File: config.mk
export PLATFORM = sky130hd
export DESIGN_NAME = cve2_obi_mem_arbiter
export DESIGN_NICKNAME = d
export VERILOG_FILES = /design/src/rtl/cve2_pkg.sv /design/src/rtl/cve2_arb_owner_fifo.sv /design/src/rtl/cve2_obi_mem_arbiter.sv
export SDC_FILE = /design/constraint.sdc
export NUM_CORES = 1
export LEC_CHECK = 0
export BUFFER_PORTS_ARGS = -buffer_cell sky130_fd_sc_hd__buf_4
export CAP_MARGIN = 5
export CORE_AREA = 2 2 108 110
export DETAILED_ROUTE_END_ITERATION = 6
export DIE_AREA = 0 0 110 112
export MAX_ROUTING_LAYER = met4
export REMOVE_ABC_BUFFERS = 1
export SETUP_SLACK_MARGIN = 0.3
export SLEW_MARGIN = 20
export SYNTH_ARGS = -nofsm -noshare
export SYNTH_HDL_FRONTEND = slang
export SYNTH_SLANG_ARGS = --single-unit
File: constraint.sdc
create_clock -name clk_i -period 1.8 [get_ports clk_i]
set_clock_uncertainty 0.05 [all_clocks]
set_input_delay 0.09 -clock clk_i [delete_from_list [all_inputs] [get_ports clk_i]]
set_output_delay 0.09 -clock clk_i [all_outputs]
set_load 0.03 [all_outputs]
File: src/rtl/cve2_pkg.sv
// Shared types for the OBI memory arbiter: who owns a transaction, and the arbiter FSM states.
package cve2_pkg;

    typedef enum logic {ARB_OWNER_INSTR, ARB_OWNER_DATA} arb_owner_e;
    typedef enum logic {ARB_ST_ARB, ARB_ST_HOLD} arb_state_e;

    localparam logic [3:0] INSTR_BE = 4'hF;

endpackage

File: src/rtl/cve2_arb_owner_fifo.sv
// Small synchronous FIFO recording which port owns each granted-but-unanswered transaction.
// Depth need not be a power of two; pointers wrap explicitly at Depth.
module cve2_arb_owner_fifo
    import cve2_pkg::*;
#(
    parameter int Depth = 2,
    localparam int PtrW = (Depth > 1) ? $clog2(Depth) : 1,
    localparam int CntW = $clog2(Depth + 1)
) (
    input  logic            clk_i,
    input  logic            rst_i,
    input  logic            push_i,
    input  logic            pop_i,
    input  arb_owner_e      wdata_i,
    output arb_owner_e      rdata_o,
    output logic            full_o,
    output logic            empty_o,
    output logic [CntW-1:0] count_o
);

    arb_owner_e      mem_q [Depth];
    arb_owner_e      mem_d [Depth];
    logic [PtrW-1:0] wr_ptr_q, wr_ptr_d;
    logic [PtrW-1:0] rd_ptr_q, rd_ptr_d;
    logic [CntW-1:0] count_q, count_d;
    logic            do_push, do_pop;

    function automatic logic [PtrW-1:0] ptr_inc(input logic [PtrW-1:0] p);
        return (p == PtrW'(Depth - 1)) ? '0 : p + 1'b1;
    endfunction

    assign full_o  = (count_q == CntW'(Depth));
    assign empty_o = (count_q == '0);
    assign rdata_o = mem_q[rd_ptr_q];
    assign count_o = count_q;

    // A pop in the same cycle frees the slot, so a full FIFO still accepts a push then.
    assign do_pop  = pop_i & ~empty_o;
    assign do_push = push_i & (~full_o | do_pop);

    always_comb begin
        mem_d    = mem_q;
        wr_ptr_d = wr_ptr_q;
        rd_ptr_d = rd_ptr_q;
        count_d  = count_q;
        if (do_push) begin
            mem_d[wr_ptr_q] = wdata_i;
            wr_ptr_d        = ptr_inc(wr_ptr_q);
        end
        if (do_pop) begin
            rd_ptr_d = ptr_inc(rd_ptr_q);
        end
        if (do_push && !do_pop) begin
            count_d = count_q + 1'b1;
        end else if (do_pop && !do_push) begin
            count_d = count_q - 1'b1;
        end
    end

    always_ff @(posedge clk_i) begin
        if (rst_i) begin
            wr_ptr_q <= '0;
            rd_ptr_q <= '0;
            count_q  <= '0;
            for (int i = 0; i < Depth; i++) begin
                mem_q[i] <= ARB_OWNER_INSTR;
            end
        end else begin
            wr_ptr_q <= wr_ptr_d;
            rd_ptr_q <= rd_ptr_d;
            count_q  <= count_d;
            mem_q    <= mem_d;
        end
    end

endmodule

File: src/rtl/cve2_obi_mem_arbiter.sv
// Shares one OBI memory port between instruction fetch and LSU, with a cap on outstanding
// transactions, starvation protection for fetch, and in-order response routing.
module cve2_obi_mem_arbiter
    import cve2_pkg::*;
#(
    parameter int MaxOutstanding = 2,
    parameter int StarveLimit    = 4,
    parameter bit DataPriority   = 1'b1
) (
    input  logic        clk_i,
    input  logic        rst_i,
    input  logic        instr_req_i,
    output logic        instr_gnt_o,
    input  logic [31:0] instr_addr_i,
    output logic        instr_rvalid_o,
    output logic [31:0] instr_rdata_o,
    output logic        instr_err_o,
    input  logic        data_req_i,
    output logic        data_gnt_o,
    input  logic        data_we_i,
    input  logic [3:0]  data_be_i,
    input  logic [31:0] data_addr_i,
    input  logic [31:0] data_wdata_i,
    output logic        data_rvalid_o,
    output logic [31:0] data_rdata_o,
    output logic        data_err_o,
    output logic        mem_req_o,
    input  logic        mem_gnt_i,
    output logic        mem_we_o,
    output logic [3:0]  mem_be_o,
    output logic [31:0] mem_addr_o,
    output logic [31:0] mem_wdata_o,
    input  logic        mem_rvalid_i,
    input  logic [31:0] mem_rdata_i,
    input  logic        mem_err_i,
    output logic        idle_o,
    output logic        orphan_rsp_o
);

    localparam int CntW    = $clog2(MaxOutstanding + 1);
    localparam int StarveW = $clog2(StarveLimit + 1);

    // OBI handshake: a transfer happens in the cycle where req and gnt are both high; once
    // req is raised the requester holds req and payload unchanged until that cycle. Each
    // transfer is answered later by exactly one rvalid, in issue order.

    arb_state_e         state_q, state_d;
    arb_owner_e         owner_q, owner_d;
    arb_owner_e         sel_owner, head_owner;
    logic [StarveW-1:0] starve_q, starve_d;
    logic [CntW-1:0]    out_count;
    logic               sel_req, starved, slot_free;
    logic               fifo_full, fifo_empty, fifo_push, fifo_pop;

    assign starved   = (starve_q >= StarveW'(StarveLimit));
    assign fifo_pop  = mem_rvalid_i & ~fifo_empty & ~rst_i;
    assign slot_free = ~fifo_full | fifo_pop;

    always_comb begin
        sel_owner = ARB_OWNER_INSTR;
        sel_req   = 1'b0;
        if (state_q == ARB_ST_HOLD) begin
            sel_owner = owner_q;
            sel_req   = (owner_q == ARB_OWNER_DATA) ? data_req_i : instr_req_i;
        end else if (instr_req_i && data_req_i) begin
            sel_req   = 1'b1;
            sel_owner = (DataPriority && !starved) ? ARB_OWNER_DATA : ARB_OWNER_INSTR;
        end else if (data_req_i) begin
            sel_req   = 1'b1;
            sel_owner = ARB_OWNER_DATA;
        end else if (instr_req_i) begin
            sel_req   = 1'b1;
            sel_owner = ARB_OWNER_INSTR;
        end
    end

    assign mem_req_o   = sel_req & slot_free & ~rst_i;
    assign fifo_push   = mem_req_o & mem_gnt_i;
    assign instr_gnt_o = fifo_push & (sel_owner == ARB_OWNER_INSTR);
    assign data_gnt_o  = fifo_push & (sel_owner == ARB_OWNER_DATA);

    always_comb begin
        mem_we_o    = 1'b0;
        mem_be_o    = '0;
        mem_addr_o  = '0;
        mem_wdata_o = '0;
        if (mem_req_o) begin
            if (sel_owner == ARB_OWNER_DATA) begin
                mem_we_o    = data_we_i;
                mem_be_o    = data_be_i;
                mem_addr_o  = data_addr_i;
                mem_wdata_o = data_wdata_i;
            end else begin
                mem_be_o    = INSTR_BE;
                mem_addr_o  = instr_addr_i;
            end
        end
    end

    always_comb begin
        state_d = state_q;
        owner_d = owner_q;
        case (state_q)
            ARB_ST_ARB: begin
                if (mem_req_o && !mem_gnt_i) begin
                    state_d = ARB_ST_HOLD;
                    owner_d = sel_owner;
                end
            end
            ARB_ST_HOLD: begin
                if (fifo_push || !sel_req) begin
                    state_d = ARB_ST_ARB;
                end
            end
            default: state_d = ARB_ST_ARB;
        endcase
    end

    always_comb begin
        starve_d = starve_q;
        if (!instr_req_i || instr_gnt_o) begin
            starve_d = '0;
        end else if (data_gnt_o && !starved) begin
            starve_d = starve_q + 1'b1;
        end
    end

    always_ff @(posedge clk_i) begin
        if (rst_i) begin
            state_q  <= ARB_ST_ARB;
            owner_q  <= ARB_OWNER_INSTR;
            starve_q <= '0;
        end else begin
            state_q  <= state_d;
            owner_q  <= owner_d;
            starve_q <= starve_d;
        end
    end

    cve2_arb_owner_fifo #(
        .Depth(MaxOutstanding)
    ) u_owner_fifo (
        .clk_i  (clk_i),
        .rst_i  (rst_i),
        .push_i (fifo_push),
        .pop_i  (fifo_pop),
        .wdata_i(sel_owner),
        .rdata_o(head_owner),
        .full_o (fifo_full),
        .empty_o(fifo_empty),
        .count_o(out_count)
    );

    assign instr_rvalid_o = fifo_pop & (head_owner == ARB_OWNER_INSTR);
    assign data_rvalid_o  = fifo_pop & (head_owner == ARB_OWNER_DATA);
    assign instr_rdata_o  = instr_rvalid_o ? mem_rdata_i : '0;
    assign data_rdata_o   = data_rvalid_o ? mem_rdata_i : '0;
    assign instr_err_o    = instr_rvalid_o & mem_err_i;
    assign data_err_o     = data_rvalid_o & mem_err_i;
    assign orphan_rsp_o   = mem_rvalid_i & fifo_empty & ~rst_i;
    assign idle_o         = (out_count == '0) & ~mem_req_o;

endmodule

# ---- Yosys cells after proc, flatten, opt, wreduce, memory -nomap -nowiden
# Cells that the tools add are included.
dict set report word_totals {
  rom_bits 0
  mem_count 0
  latch_bits 0
  elab_cells 95
  ramBits 0
  input_bits 140
  register_bits 11
}
dict set report op_classes {
  n_reduce_logical 18
  n_eq_ne 1
  order_cmp 4
  div_mod_pow 0
  multipliers 0
  mux 32
  shift 0
  addsub 5
  bitwise 27
}
# cell count
set ops {}
lappend ops {{32-bit two-way mux} 6}
lappend ops {{1-bit two-way mux} 19}
lappend ops {{1-bit bitwise AND} 16}
lappend ops {{4-bit two-way mux} 2}
lappend ops {{1-bit NOT} 7}
lappend ops {{1-bit logical AND} 6}
lappend ops {{1-bit zero test} 6}
lappend ops {{2-bit >= comparator (second input constant)} 2}
lappend ops {{2-bit two-way mux} 2}
lappend ops {{1-bit NOT with 2-bit output} 2}
lappend ops {{3-bit by 1-bit adder with 3-bit output (second input constant)} 1}
lappend ops {{3-bit >= comparator (second input constant)} 1}
lappend ops {{1-bit adder (second input constant)} 2}
lappend ops {{2-bit by 1-bit adder with 2-bit output (second input constant)} 1}
lappend ops {{2-bit bitwise mux} 1}
lappend ops {{2-bit == test (second input constant)} 1}
lappend ops {{2-bit zero test} 1}
lappend ops {{1-bit logical OR} 2}
lappend ops {{2-bit by 1-bit < comparator with 1-bit output (second input constant)} 1}
lappend ops {{1-bit bitwise OR} 2}
lappend ops {{1-bit case mux with 2 select lines} 1}
lappend ops {{2-bit AND reduction} 1}
lappend ops {{2-bit nonzero test} 1}
lappend ops {{2-bit OR reduction} 1}
lappend ops {{other kinds (2)} 2}

# ---- Longest topological paths before layout
# Gate-level depths: netlist of the first run.
dict set report depth {
  depth_word 13
  ltp_mapped 8
}

# ---- Hierarchy
# A second synthesis of the first run with hierarchy kept.
dict set report unflattened {
  hier_cells 274
  area_unflattened_um2 1965.6
}
# mod n_inst cells_per_inst area_each_um2 seq_area_each_um2
set modules_own_cells {}
lappend modules_own_cells {cve2_obi_mem_arbiter 1 242 1667.8 100.1}
lappend modules_own_cells {cve2_arb_owner_fifo 1 32 297.8 120.1}

# ---- Least setup slack after synthesis of the first run
# Ideal clock, no wire load.
dict set report synth_path {
  path_type {register to register}
  startpoint {register state_q}
  endpoint {register starve_q[1]}
  setup_time_ps 63
  stages_incl_launch_ff 6
  arrival_ps 1846
  path_slack_ps -159
  required_time_ps 1687
  path_buffers 1
  synth_period_minus_slack_ps 1959
  cell_sequence {dfxtp_1 -> buf_4 -> or3b_4 -> o211ai_2 -> nor3_1 -> a32o_1}
}
dict set report synth_via {
  elab_cells_between_ends 11
  cone_classes {mux: 2; bitwise: 6; reduce/logical: 3}
}
# item line_no
set synth_rtl {}
lappend synth_rtl {{start: declaration} cve2_obi_mem_arbiter.sv:47} ;# arb_state_e state_q, state_d;
lappend synth_rtl {{start signal: assignment} cve2_obi_mem_arbiter.sv:134} ;# state_q <= state_d;
lappend synth_rtl {{1-bit two-way mux} cve2_obi_mem_arbiter.sv:62} ;# if (state_q == ARB_ST_HOLD) begin
lappend synth_rtl {{1-bit bitwise AND (2 in a row)} cve2_obi_mem_arbiter.sv:77} ;# assign mem_req_o = sel_req & slot_free & ~rst_i;
lappend synth_rtl {{1-bit bitwise AND} cve2_obi_mem_arbiter.sv:78} ;# assign fifo_push = mem_req_o & mem_gnt_i;
lappend synth_rtl {{1-bit bitwise AND *} cve2_obi_mem_arbiter.sv:80} ;# assign data_gnt_o = fifo_push & (sel_owner == ARB_OWNER_DATA);
lappend synth_rtl {{net data_gnt_o} cve2_obi_mem_arbiter.sv:19} ;# output logic data_gnt_o,
lappend synth_rtl {{1-bit logical AND *} cve2_obi_mem_arbiter.sv:123} ;# end else if (data_gnt_o && !starved) begin
lappend synth_rtl {{end signal: assignment} cve2_obi_mem_arbiter.sv:136} ;# starve_q <= starve_d;
lappend synth_rtl {{end: declaration} cve2_obi_mem_arbiter.sv:50} ;# logic [StarveW-1:0] starve_q, starve_d;
# The timed path passes the listed nets; every way through them passes the cells marked *.
# A chain may end at the register's enable or synchronous reset.

# ---- Final worst setup path of the first run
dict set report layout_path {
  startpoint {register state_q}
  endpoint {register u_owner_fifo.count_q[1] (netlist: u_owner_fifo.count_o[1])}
}
dict set report layout_via {
  elab_chain_cells 8
  elab_cells_between_ends 10
  cone_classes {mux: 2; bitwise: 4; reduce/logical: 4}
}
# item line_no
set layout_rtl {}
lappend layout_rtl {{1-bit two-way mux *} cve2_obi_mem_arbiter.sv:62}
lappend layout_rtl {{1-bit bitwise AND * (2 in a row)} cve2_obi_mem_arbiter.sv:77}
lappend layout_rtl {{1-bit bitwise AND *} cve2_obi_mem_arbiter.sv:78}
lappend layout_rtl {{1-bit bitwise AND *} cve2_arb_owner_fifo.sv:39} ;# assign do_push = push_i & (~full_o | do_pop);
lappend layout_rtl {{1-bit zero test} cve2_arb_owner_fifo.sv:55} ;# end else if (do_pop && !do_push) begin
lappend layout_rtl {{1-bit logical AND} cve2_arb_owner_fifo.sv:55}
lappend layout_rtl {{2-bit nonzero test (no line)} --}
lappend layout_rtl {{end signal: assignment} cve2_arb_owner_fifo.sv:71} ;# count_q <= count_d;
lappend layout_rtl {{end: declaration} cve2_arb_owner_fifo.sv:25} ;# logic [CntW-1:0] count_q, count_d;
# Every way passes the cells marked *; elsewhere a longest branch is shown, timed or not.

==> results of run 1 <==
-- sequential cells by signal (all words and copies together) (netlist names) --
register / count
starve_q: 3
u_owner_fifo.count_o: 2
u_owner_fifo.mem_q: 2
owner_q: 1
state_q: 1
u_owner_fifo.rd_ptr_q: 1
u_owner_fifo.wr_ptr_q: 1
-- layer usage --
metal | GRT usage | vias up | wire, µm
li1 | - | 1665 | -
met1 | 0.229 | 1611 | 4950
met4 | 0.0430 | 0 | 247
met3 | 0.0281 | 24 | 611
met5 | - | - | 0
met2 | 0.322 | 128 | 7080
-- stage by stage --
step	hold WS, ps	cell area, µm²	setup slack (ps)	utilization
floorplan	109	1670	-1280	-
global placement	266	4130	8.66	0.369
detailed placement	270	4130	-41.9	0.369
CTS	15.1	5220	-111	0.467
global route	22.5	5690	-205	0.509
finish	20.4	5690	-145	0.509
-- layout make-up --
class,count,area (µm²)
multi-input cells,258,1860
clock buffers,4,78.8
fillers,1040,5490
well taps,143,179
repair buffers,348,3300
flip-flops and latches,11,226
inverters,4,22.5
repair inverters,3,23.8
-- synthesized netlist by cell type (2+ instances only) --
master    instances
nand2_1          68
and2_1           67
a21oi_1          34
and3_1           33
nor2_1           15
clkbuf_1         12
dfxtp_1          11
buf_2            10
nor3_1            5
a31oi_1           3
buf_4             3
ha_1              3
inv_1             3
nor2b_1           3
o21ai_0           3
xor2_1            3
a22o_1            2
or3_1             2
-- cell families (layout without fill, tap and decap cells) --
family / Yosys count / after routing / share of synthesized area
multiplexers: 1 / 1 / 0.00561
buffers and inverters: 29 / 359 / 0.0743
flip-flops: 11 / 11 / 0.123
XOR/XNOR: 3 / 3 / 0.0147
AND/OR/NAND/NOR: 199 / 199 / 0.582
adder cells (fa/ha/maj): 3 / 3 / 0.0210
AO/OA/AOI/OAI: 52 / 52 / 0.179
-- what timing repair did --
item                                    in CTS  in global routing
buffers inserted                            23                 15
gates cloned                                14                  1
hold endpoints to repair                     0                  0
gates resized for setup                    171                 99
endpoints found under the setup margin     148                151
pin swaps                                   41                 27
-- path summary, 6_finish.rpt --
check,start,endpoint,slack (ps),depth (start not counted)
setup / recovery,state_q,u_owner_fifo.count_o[1],-150,8
setup reg to reg,state_q,u_owner_fifo.count_o[1],-150,8
hold / removal,rst_i,u_owner_fifo.wr_ptr_q,20,2
hold reg to reg,starve_q[1],starve_q[1],450,1
-- power breakdown --
group          internal, W  switching (W)  leakage, nW  total [W]
clock network     0.000298       0.000119       0.0382   0.000418
logic             0.000845       0.000838         2.82    0.00168
registers         0.000265      0.0000150       0.0918   0.000280
==> qor.yml, run 1 <==
run_status:
  outcome: "complete, but fails checks"
  violations: "negative setup slack"
sta:
  rsz0062_at_grt: "yes"
  fin_ws_ps: -145
  worst_slew_pin_slew_ps: 371
  fin_tns_setup_ps: -8070
  period_minus_slack_ps: 1950
  drv_slew: 0
  hold_viol: 0
  min_period_over_period: 1.08
  setup_violations: 125
  fmax_mhz: 514
  maxSlewHeadroom: 0.750
setup_path:
  cpLargestDelayFamily: "simple AND/OR/NAND/NOR gates"
  critPathMaxFanout: 3
  cp.arrival_ps: 2060
  path_cells: "buf_6 -> a21boi_4 -> buf_4 -> o211ai_2 -> nor2_2 -> ha_4 -> or3_1 -> a21oi_1"
  required_ps: 1910
  crit_buf_inv: 2
  cpPeakStageDelay_ps: 340
  setup.worst_path.start_class: "flop"
  critical_path.endpoint_type: "flop"
  slowest_stage: "or3_1"
  critPathKind: "reg2reg"
placed_design:
  numPortBuffers: 281
  placed_cells: 714
  gp_congestion: 0.838
  dp_hpwl_um: 7740
logic_synthesis:
  synth_area_um2: 1780
  netlist_instances: 298
  async_reset_ff_frac: 0
  yosys-top-cells-area: "and2_1 (23%), nand2_1 (14%), dfxtp_1 (12%), and3_1 (12%), a21oi_1 (9.5%)"
  yosysWarnings: 0
  seq_area_frac_synth: 0.123
  synth.avg_cell_area_um2: 5.99
  synth_flop_cell: "dfxtp_1"
  synth_top_cell_by_area: "and2_1"
  yosys.cell_types.count: 36
  synth.ff_latch_count: 11
  synth_edf_count: 0
  synth_top_area_frac: 0.235
grt:
  grt_pass1_vias: 3325
  antenna_found_initial: 0
  grt_max_degree: 38
  grt_use_total: 0.188
  grt_overflow_total: 0
  grt_first_pass_wirelength_um: 17800
floorplanning:
  die_x_um: 110
  dieArea_um2: 12300
  num_rows: 39
  io_pins: 282
  chipHeight_um: 112
  core_area_um2: 11200
  start_util: 0.160
layout:
  stdcell_count: 771
  drive_above_1_share: 0.750
  final_cell_mix: "buf_4 (211), buf_6 (119), nand2_1 (68), and2_4 (67), a21oi_1 (31)"
  fin_nets: 772
  layout_commonest_cell: "buf_4"
  diodes: 0
  area_growth_pct: 219
pwr:
  power_density_nw_per_um2: 418
  peakVddDrop_uv: 493
  p_leak_nw: 2.95
  total_power_w: 0.00238
clock_tree:
  root_buffer: "clkbuf_16"
  clk_pin_slew_ps: 40
  ctsHoldBuffers: 0
  clk_latency_ps: 240
  cts_tree: "built"
  htreeDepth: 1
  clock_path_buffers: 2
  cts_buffers: 3
  clock-sinks: 11
routing:
  ant_nets: 0
  avgViaCountPerCell: 4.45
  drtIter0Drc: 130
  drt-total-wl_um: 12900
  remaining_drc_errors: 0
  routedWlPerCell_um: 16.7
  dr.pass1.iters: 4
  vias: 3428
worst_hold_path:
  hold_class: "in2reg"
job:
  maxCapViolations: 0
No activity file was read; power rests on OpenSTA's default activity.
==> run 2, diff against run 1 <==
--- a/config.mk
+++ b/config.mk
@@ -7,10 +7,13 @@
 export LEC_CHECK = 0
 export BUFFER_PORTS_ARGS = -buffer_cell sky130_fd_sc_hd__buf_4
 export CAP_MARGIN = 5
-export CORE_AREA = 2 2 108 110
+export CELL_PAD_IN_SITES_DETAIL_PLACEMENT = 1
+export CELL_PAD_IN_SITES_GLOBAL_PLACEMENT = 2
+export CORE_ASPECT_RATIO = 1.75
+export CORE_UTILIZATION = 10
 export DETAILED_ROUTE_END_ITERATION = 6
-export DIE_AREA = 0 0 110 112
 export MAX_ROUTING_LAYER = met4
+export PLACE_DENSITY_LB_ADDON = 0.12
 export REMOVE_ABC_BUFFERS = 1
 export SETUP_SLACK_MARGIN = 0.3
 export SLEW_MARGIN = 20
==> qor.yml, run 2 (synthesized netlist as in run 1, its figures left out) <==
layout:
  area_growth_pct: 194
  fin_nets: 746  # -3.4%
  largest_reg_flops: 3  # unchanged
  layout_commonest_cell: "buf_4"
  diodes: 0  # unchanged
  regMostFlops: "starve_q"
  final_cell_mix: "buf_4 (225), buf_6 (89), nand2_1 (68), and2_4 (37)"
  drive_above_1_share: 0.654  # -0.0955
worst_hold_path:
  holdCritStartpoint: "rst_i"
  hold_class: "in2reg"
  min_delay_path_depth: 2  # unchanged
  hold_end: "u_owner_fifo.wr_ptr_q"
setup_path:
  rrSetupSlack_ps: -50  # +100 ps
  reg2reg_to: "u_owner_fifo.count_o[1]"
  ff2ff_path_depth: 7  # -1
  slowest_stage: "or3b_4"
  cpLargestDelayFamily: "simple AND/OR/NAND/NOR gates"
  crit-reg2reg-launch: "state_q"
  path_cells: "or3b_4 -> buf_6 -> o2111ai_4 -> inv_8 -> and3_1 -> buf_4"
  cpPeakStageDelay_ps: 400  # +60 ps
  critPathKind: "reg2out"
  critPathMaxFanout: 36  # +33
  crit_buf_inv: 3  # +1
  critical_path.endpoint_type: "output pin"
  required_ps: 1660  # -250 ps
  cp.arrival_ps: 1770  # -290 ps
  setup.worst_path.start_class: "flop"
routing:
  ant_nets: 0  # unchanged
  remaining_drc_errors: 0  # unchanged
  dr.pass1.iters: 4  # unchanged
  drt-total-wl_um: 14200  # +10%
  drtIter0Drc: 56  # -57%
  vias: 3242  # -5.4%
  avgViaCountPerCell: 3.89  # -12%
  routedWlPerCell_um: 17.1  # +2.2%
pwr:
  peakVddDrop_uv: 333  # -32%
  power_density_nw_per_um2: 412  # -1.4%
  total_power_w: 0.00217  # -9.0%
  p_leak_nw: 2.74  # -7.0%
sta:
  fmax_mhz: 523  # +1.7%
  period_minus_slack_ps: 1910  # -31.6 ps
  setup_violations: 84  # -33%
  rsz0062_at_grt: "yes"
  worst_slew_pin_slew_ps: 294  # -77.0 ps
  drv_slew: 0  # unchanged
  fin_ws_ps: -113  # +31.6 ps
  maxSlewHeadroom: 0.801  # +0.0509
  hold_viol: 0  # unchanged
  min_period_over_period: 1.06  # -0.0176
grt:
  grt_use_total: 0.148  # -0.0396
  antenna_found_initial: 0  # unchanged
  grt-busiest-layer: "met2"
  grt_pass1_vias: 3386  # +1.8%
  met2_usage: 0.309  # -0.0133
  groute.layer.met3.usage: 0.0148  # -0.0133
  grt_first_pass_wirelength_um: 19700  # +10%
  grt_overflow_total: 0  # unchanged
  grt_max_degree: 38  # unchanged
  grt_use_met1: 0.139  # -0.0891
clock_tree:
  clock_path_buffers: 2  # unchanged
  clk_pin_slew_ps: 40  # about the same
  htreeDepth: 1  # unchanged
  clock-sinks: 11  # unchanged
  root_buffer: "clkbuf_16"
  clk_latency_ps: 240  # about the same
  cts_tree: "built"
  cts_buffers: 3  # unchanged
floorplanning:
  start_util: 0.102  # -0.0575
  chipHeight_um: 179  # +60%
  io_pins: 282  # unchanged
  dieArea_um2: 18400  # +49%
  die_x_um: 103  # -6.4%
  num_rows: 64  # +64%
  core_area_um2: 17500  # +56%
placed_design:
  gp_congestion: 0.835  # -0.32%
  numPortBuffers: 281  # unchanged
  dpl_worst_slack_ps: -84.4  # -42.5 ps
  dp_hpwl_um: 11100  # +44%
run_status:
  outcome: "complete, but fails checks"
  violations: "negative setup slack"
job:
  maxCapViolations: 0  # unchanged
## run 2: how the worst max path moves through the flow
stage	endpoint	depth (start not counted)	startpoint	slack, ps
detailed placement	u_owner_fifo.count_o[1]	6	state_q	-80
global placement	u_owner_fifo.count_o[1]	6	state_q	-70
CTS	mem_wdata_o[3]	6	u_owner_fifo.count_o[1]	-120
global route	mem_addr_o[28]	6	state_q	-170
finish	mem_wdata_o[3]	6	u_owner_fifo.count_o[1]	-110
floorplan	starve_q[1]	4	state_q	-1280
## run 2: final cells by class
| type | count | area [µm²] |
|---|---|---|
| fill | 2174 | 12200 |
| timing repair buffer | 325 | 2950 |
| multi-input combinational | 258 | 1680 |
| tap | 231 | 289 |
| sequential | 11 | 229 |
| clock buffer | 4 | 78.8 |
| inverter | 4 | 22.5 |
## run 2: power breakdown
group | total (W) | switching (W) | internal, W
combinational | 0.00147 | 0.000777 | 0.000689
clock | 0.000418 | 0.000120 | 0.000298
sequential | 0.000282 | 0.0000180 | 0.000264
total | 0.00217 | 0.000915 | 0.00125
## run 2: per-layer routing
metal	part of all wire	up-vias	wire length [µm]
li1	-	1600	-
met4	0.013	0	180
met1	0.33	1518	4740
met2	0.60	114	8590
met3	0.050	10	712
met5	0	-	0
## run 2: repair_timing
action                     4_1_cts  5_1_grt
hold buffers                     0        0
resized for setup              146       24
setup buffers                   13        4
setup endpoints to repair      149      151
pin swaps                       38       13
gates cloned                     5        0
## run 2: through the flow
stage                     area (µm²)  hold slack, ps   util  TNS (ps)  instances
after global placement          4300             270  0.246     -2060        807
after global routing            5250            30.0  0.301    -14410        833
final                           5250            17.7  0.301     -6730        833
after floorplan                 1670             109      -    -88890        273
after detailed placement        4300             273  0.246     -1640        807
after CTS                       5120            18.2  0.293     -7730        829
